**config.mk**
```make
export PLATFORM = sky130hd
export DESIGN_NAME = reg_file
export DESIGN_NICKNAME = d
export VERILOG_FILES = /design/src/rtl/reg_file.sv
export SDC_FILE = /design/constraint.sdc
export NUM_CORES = 2
export LEC_CHECK = 0
export BUFFER_PORTS_ARGS = -buffer_cell sky130_fd_sc_hd__buf_2
export CAP_MARGIN = 20
export CORE_MARGIN = 2
export CORE_UTILIZATION = 55
export DETAILED_ROUTE_END_ITERATION = 8
export PLACE_DENSITY = 0.75
export SYNTH_ARGS = -nofsm -noshare
export SYNTH_HDL_FRONTEND = slang
export SYNTH_SLANG_ARGS = --single-unit
export TNS_END_PERCENT = 5
```
**constraint.sdc**
```tcl
create_clock -name clk -period 4.8 [get_ports clk]
set_input_delay 1.2 -clock clk [delete_from_list [all_inputs] [get_ports clk]]
set_output_delay 1.2 -clock clk [all_outputs]
set_load 0.01 [all_outputs]
```
**src/rtl/reg_file.sv**
```systemverilog
// reg_file -- 32 x 32-bit MIPS general-purpose register file.
//
// Two combinational read ports (rs/rt), one synchronous write port fed by the
// write-back muxes, a combinational debug peek port and a counter of committed
// architectural writes. Register $0 reads as zero and ignores writes.
//
// Ports:
//   clk        in   rising-edge clock
//   rst_n      in   asynchronous active-low reset (clears array and counter)
//   reg_write  in   write enable from the control unit
//   wr_addr    in   destination register (ADDR_W)
//   wr_data    in   write-back value (DATA_W)
//   rd_addr1   in   source register rs
//   rd_addr2   in   source register rt
//   rd_data1   out  value of rs
//   rd_data2   out  value of rt
//   dbg_addr   in   debug peek address
//   dbg_data   out  value at dbg_addr
//   wr_count   out  committed write count, wraps modulo 2**CNT_W
//
// Build option:
//   REGFILE_BYPASS_EN  when defined, a read of the register being written in
//                      the same cycle returns wr_data (write-through
//                      forwarding) on both read ports and the debug port.
module reg_file #(
  parameter int unsigned DATA_W = 32,
  parameter int unsigned ADDR_W = 5,
  parameter int unsigned CNT_W  = 32
) (
  input  logic              clk,
  input  logic              rst_n,
  input  logic              reg_write,
  input  logic [ADDR_W-1:0] wr_addr,
  input  logic [DATA_W-1:0] wr_data,
  input  logic [ADDR_W-1:0] rd_addr1,
  input  logic [ADDR_W-1:0] rd_addr2,
  output logic [DATA_W-1:0] rd_data1,
  output logic [DATA_W-1:0] rd_data2,
  input  logic [ADDR_W-1:0] dbg_addr,
  output logic [DATA_W-1:0] dbg_data,
  output logic [CNT_W-1:0]  wr_count
);

  localparam int unsigned NREGS = 2 ** ADDR_W;

  logic [DATA_W-1:0] mem_q [NREGS];
  logic [CNT_W-1:0]  wr_count_q;
  logic [CNT_W-1:0]  wr_count_d;
  logic              wr_en;

  // Writes to $0 are architecturally discarded and never counted.
  assign wr_en = reg_write && (wr_addr != '0);

  always_comb begin
    wr_count_d = wr_count_q;
    if (wr_en) begin
      wr_count_d = wr_count_q + CNT_W'(1);
    end
  end

  always_ff @(posedge clk or negedge rst_n) begin
    if (!rst_n) begin
      for (int unsigned i = 0; i < NREGS; i++) begin
        mem_q[i] <= '0;
      end
      wr_count_q <= '0;
    end else begin
      if (wr_en) begin
        mem_q[wr_addr] <= wr_data;
      end
      wr_count_q <= wr_count_d;
    end
  end

  function automatic logic [DATA_W-1:0] read_port(input logic [ADDR_W-1:0] a);
    logic [DATA_W-1:0] v;
    v = '0;
    if (a != '0) begin
      v = mem_q[a];
`ifdef REGFILE_BYPASS_EN
      // Forwarding is gated by rst_n so reads stay zero throughout reset.
      if (rst_n && wr_en && (a == wr_addr)) begin
        v = wr_data;
      end
`endif
    end
    return v;
  endfunction

  always_comb begin
    rd_data1 = read_port(rd_addr1);
    rd_data2 = read_port(rd_addr2);
    dbg_data = read_port(dbg_addr);
  end

  assign wr_count = wr_count_q;

endmodule

```
### Word-level counts from Yosys, hierarchy flattened

Cells that the tools add are included.
Widths: inputs -> output; s select.

* order comparisons: 5
* multiplexer cells: 15
* bitwise logic cells: 4
* reductions and logical operators: 6
* add/sub/neg operators: 1

Operator list (number)
* $bwmux 1024: 1
* $bmux 32 s5: 3
* $mux 32: 10
* $demux 32 s5: 1
* $add 32x1->32 const B: 1
* $ge 6x6->1 const B: 4
* $not 5->6: 4
* $reduce_bool 5->1: 4
* $lt 6x1->1 const B: 1
* $logic_and 1x1->1: 2

* output and inout port bits: 128
* input port bits: 55
* logic and storage cells: 64
* flip-flop bits (word level): 1056

### Logic depth before layout (Yosys ltp)

* depth in word-level cells: 6
* gate-level depth with buffers: 9
* depth with buffers taken out: 6

### Worst setup path after synthesis

No wires, ideal clock.

* path kind: input-to-output
* start point: input port rd_addr1[1]
* end point: output port rd_data1[15]
* stages: 8
* path slack: 0.692 ns
* data arrival time: 2.908 ns
* cell sequence: buf_2 -> buf_6 -> buf_6 -> buf_6 -> buf_6 -> mux4_2 -> mux2i_1 -> a2111oi_0

* word-level cells in the longest chain between the ends: 5

RTL lines
* from (decl): line 35 `input logic [ADDR_W-1:0] rd_addr1,`
* $not 5->6 (implied by the code): line 79 `v = mem_q[a];`
* $bmux 32 s5: line 79
* $mux 32 (implied by the code) (2 in a row): line 79
* $mux 32 (*): line 78 `if (a != '0) begin`
* to (decl): line 37 `output logic [DATA_W-1:0] rd_data1,`

Mark *: on every way between the ends. The rest lies on a longest branch, timed or not. The select of a mux whose other input is x is not followed.

### Worst setup path in the final report

* start point: input port rd_addr1[3]
* end point: output port rd_data1[27]

Same word-level chain as after synthesis.

==> out/qor.yml <==
setup_tns_ns: -0.149
cap_violations: 0
finalNonFillerCells: 6030
numClockSinks: 1056
htreeDepth: 3
leak_pwr_nw: 30.7
timing_worst_slew_pin_value_ns: 1.04
max-vdd-ir-drop_mv: 0.345
grt_first_pass_wirelength_mm: 319
post_synth_top_area_cell: "dfrtp_1"
synth_async_sr_flop_share: 1.00
die_outline_area_um2: 119000
post_cts.repair.setup_buffers: 0
cts.clk_slew.worst_paths_ns: 0.06
total_length_of_routed_wires_mm: 218
antenna_found_initial: 30
synth.yosys.warnings: 0
cts_repair_resize_count: 1
numCtsBuffers: 112
setup.worst_path.start_class: "input port"
setup.worst_path.class: "input port to primary output"
syn_nets: 4322
insertion_delay_to_the_later_sink_of_the_worst_skew_pair_ns: 0.73
cts_hold_buf: 0
die_h_um: 345
status: "finished, violations left"
floorplan.die.width_um: 345
number_of_flops_mapped_to_enable_cells_by_yosys: 0
failed_checks: "negative setup slack"
ctsRootBufferMaster: "clkbuf_16"
syn-cell-area_um2: 64000
first_iter_violations: 5538
synthMostInstantiatedCell: "mux2_2"
place.port_buffers: 182
dr_total_vias: 44900
finClkSkew_ns: 0.0103
netlist.area_leader.share: 0.413
netlist_top_cells_count: "mux2_2 (1061), dfrtp_1 (1056), mux4_2 (768)"
synth_seq_cells: 1056
setup_viol: 2
power_density_over_the_cells_nw_per_um2: 393
grt-ovfl-total: 0
critPathRequiredTime_ns: 3.60
number_of_cells_on_the_worst_hold_path: 0
timing.critical_path.fanout_max: 12
ioPinCount: 183
gp_routability_congestion: 0.919
place.detailed.instances: 5810
detailed_place_hpwl_mm: 140
clockBufferDepth: 3
finalWorstSetupSlack_ns: -0.104
finalWorstPathRequiredPeriod_ns: 4.90
worstSetupEndpointType: "primary output"
grtUsageTotal: 0.368
drt-pass1-iter-count: 6
rr_worst_depth: 6
avgRoutedWirePerCell_um: 36.2
core_region_area_um2: 116000
detail_route.vias_per_cell: 7.44
route.detailed.drc: 0
slew_headroom: 0.309
min_period_over_period: 1.02
hold_violations: 0
synth_top_flop_cell: "dfrtp_1"
ys_top_cells_by_area: "dfrtp_1 (41%), mux4_2 (27%), mux2_2 (19%)"
final_max_slew_viol_count: 0
largest_net_degree_at_the_start_of_global_routing: 110
syn2layout_area_growth_pct: 13.2
synth_cell_type_count: 45
rsz0062_at_grt: "false"
post_synth_inst_count: 4266
via_count_of_the_first_global_routing_pass: 45600
post_route_cells_drive_above_1_share: 0.580
seq_area_frac_synth: 0.413
start_util: 0.553
clock_tree_from_tritoncts: "done"
floorplan.rows: 125
route.antenna.remaining_nets: 0
fmaxAchievable_ghz: 0.204
critical_path_at_ns: 3.70
post_synthesis_mean_instance_area_um2: 15.0
holdCritPathClass: "register to register"
finish.net_count: 4457
fin_hold_ws_ns: 0.414
-- power by group --
group	switching [W]	total [W]	internal [W]
combinational	0.00289	0.00721	0.00432
clock	0.00381	0.00906	0.00525
sequential	0.00166	0.0122	0.0106
total	0.00836	0.0285	0.0202
-- per-stage QoR --
step,setup WS (ns),utilization,instance area (um2),power [W]
after global placement,-0.279,0.592,68600,0.0191
final,-0.104,0.625,72500,0.0285
after detailed placement,-0.168,0.592,68600,0.0194
after global routing,0.00658,0.625,72400,0.0295
after floorplan,0.692,-,64000,0.0170
after CTS,0.00140,0.625,72400,0.0284
-- kinds of logic (layout without fill, tap and decap cells) --
family,count (synthesis),in the layout,synth area share
flip-flops,1056,1056,0.413
buffers and inverters,518,745,0.0377
AO/OA/AOI/OAI,387,387,0.0412
adder cells (fa/ha/maj),1,1,0.000195
AND/OR/NAND/NOR,286,286,0.0225
other,0,13,0
multiplexers,1987,1987,0.482
XOR/XNOR,31,31,0.00424
-- critical path, stage by stage --
cell	delay, ns
buf_2	0.48
and2_2	0.64
buf_4	0.40
a221oi_1	0.16
a21oi_1	0.54
buf_2	0.25
-- flip-flops by register name, indices dropped and copies added, names as in the netlist --
register / cells
mem_q: 1024
wr_count: 32
-- worst paths after layout --
check / start / endpoint / slack (ns)
max: rd_addr1[3] / rd_data1[27] / -0.10
min: mem_q[1009] / mem_q[1009] / 0.41
max reg2reg: wr_count[0] / wr_count[26] / 2.58
min reg2reg: mem_q[1009] / mem_q[1009] / 0.41
max in group asynchronous: rst_n / mem_q[343] / 3.07
min in group asynchronous: rst_n / mem_q[491] / 0.57
-- placed cells by master (no fill, tap or decap), drive strengths merged, types with 13 or more instances in the layout --
cell type / synthesis / layout
a211o: 17 / 17
a221oi: 73 / 73
nor2b: 73 / 73
mux2i: 152 / 152
mux2: 1067 / 1067
a2111oi: 29 / 29
clkbuf: 248 / 153
a21oi: 119 / 119
mux4: 768 / 768
a211oi: 62 / 62
xnor2: 17 / 17
clkinv: 0 / 32
a22oi: 23 / 23
nor2: 102 / 102
nand2: 51 / 51
diode: 0 / 13
o21ai: 51 / 51
xor2: 14 / 14
buf: 263 / 532
dfrtp: 1056 / 1056
-- layer usage --
layer  share of wire  vias to the layer above  track usage  routed length [um]
met5         0.00081                        -            0                 176
met1            0.36                    23600        0.485               77900
met4           0.059                       32        0.182               12900
li1                -                    17200            -                   -
met3            0.15                      802        0.151               32000
met2            0.44                     3213        0.528               95300
-- area by class of cell --
class                           instances  area [um2]
Sequential cell                      1056       26400
Tap cell                             1524        1910
Inverter                                7        26.3
Timing Repair Buffer                  532        4790
Clock buffer                          153        3210
Antenna cell                           13        32.5
Fill cell                            8430       43400
Clock inverter                         53         584
Multi-Input combinational cell       2692       35500
Power figures use the tool's default switching activity.
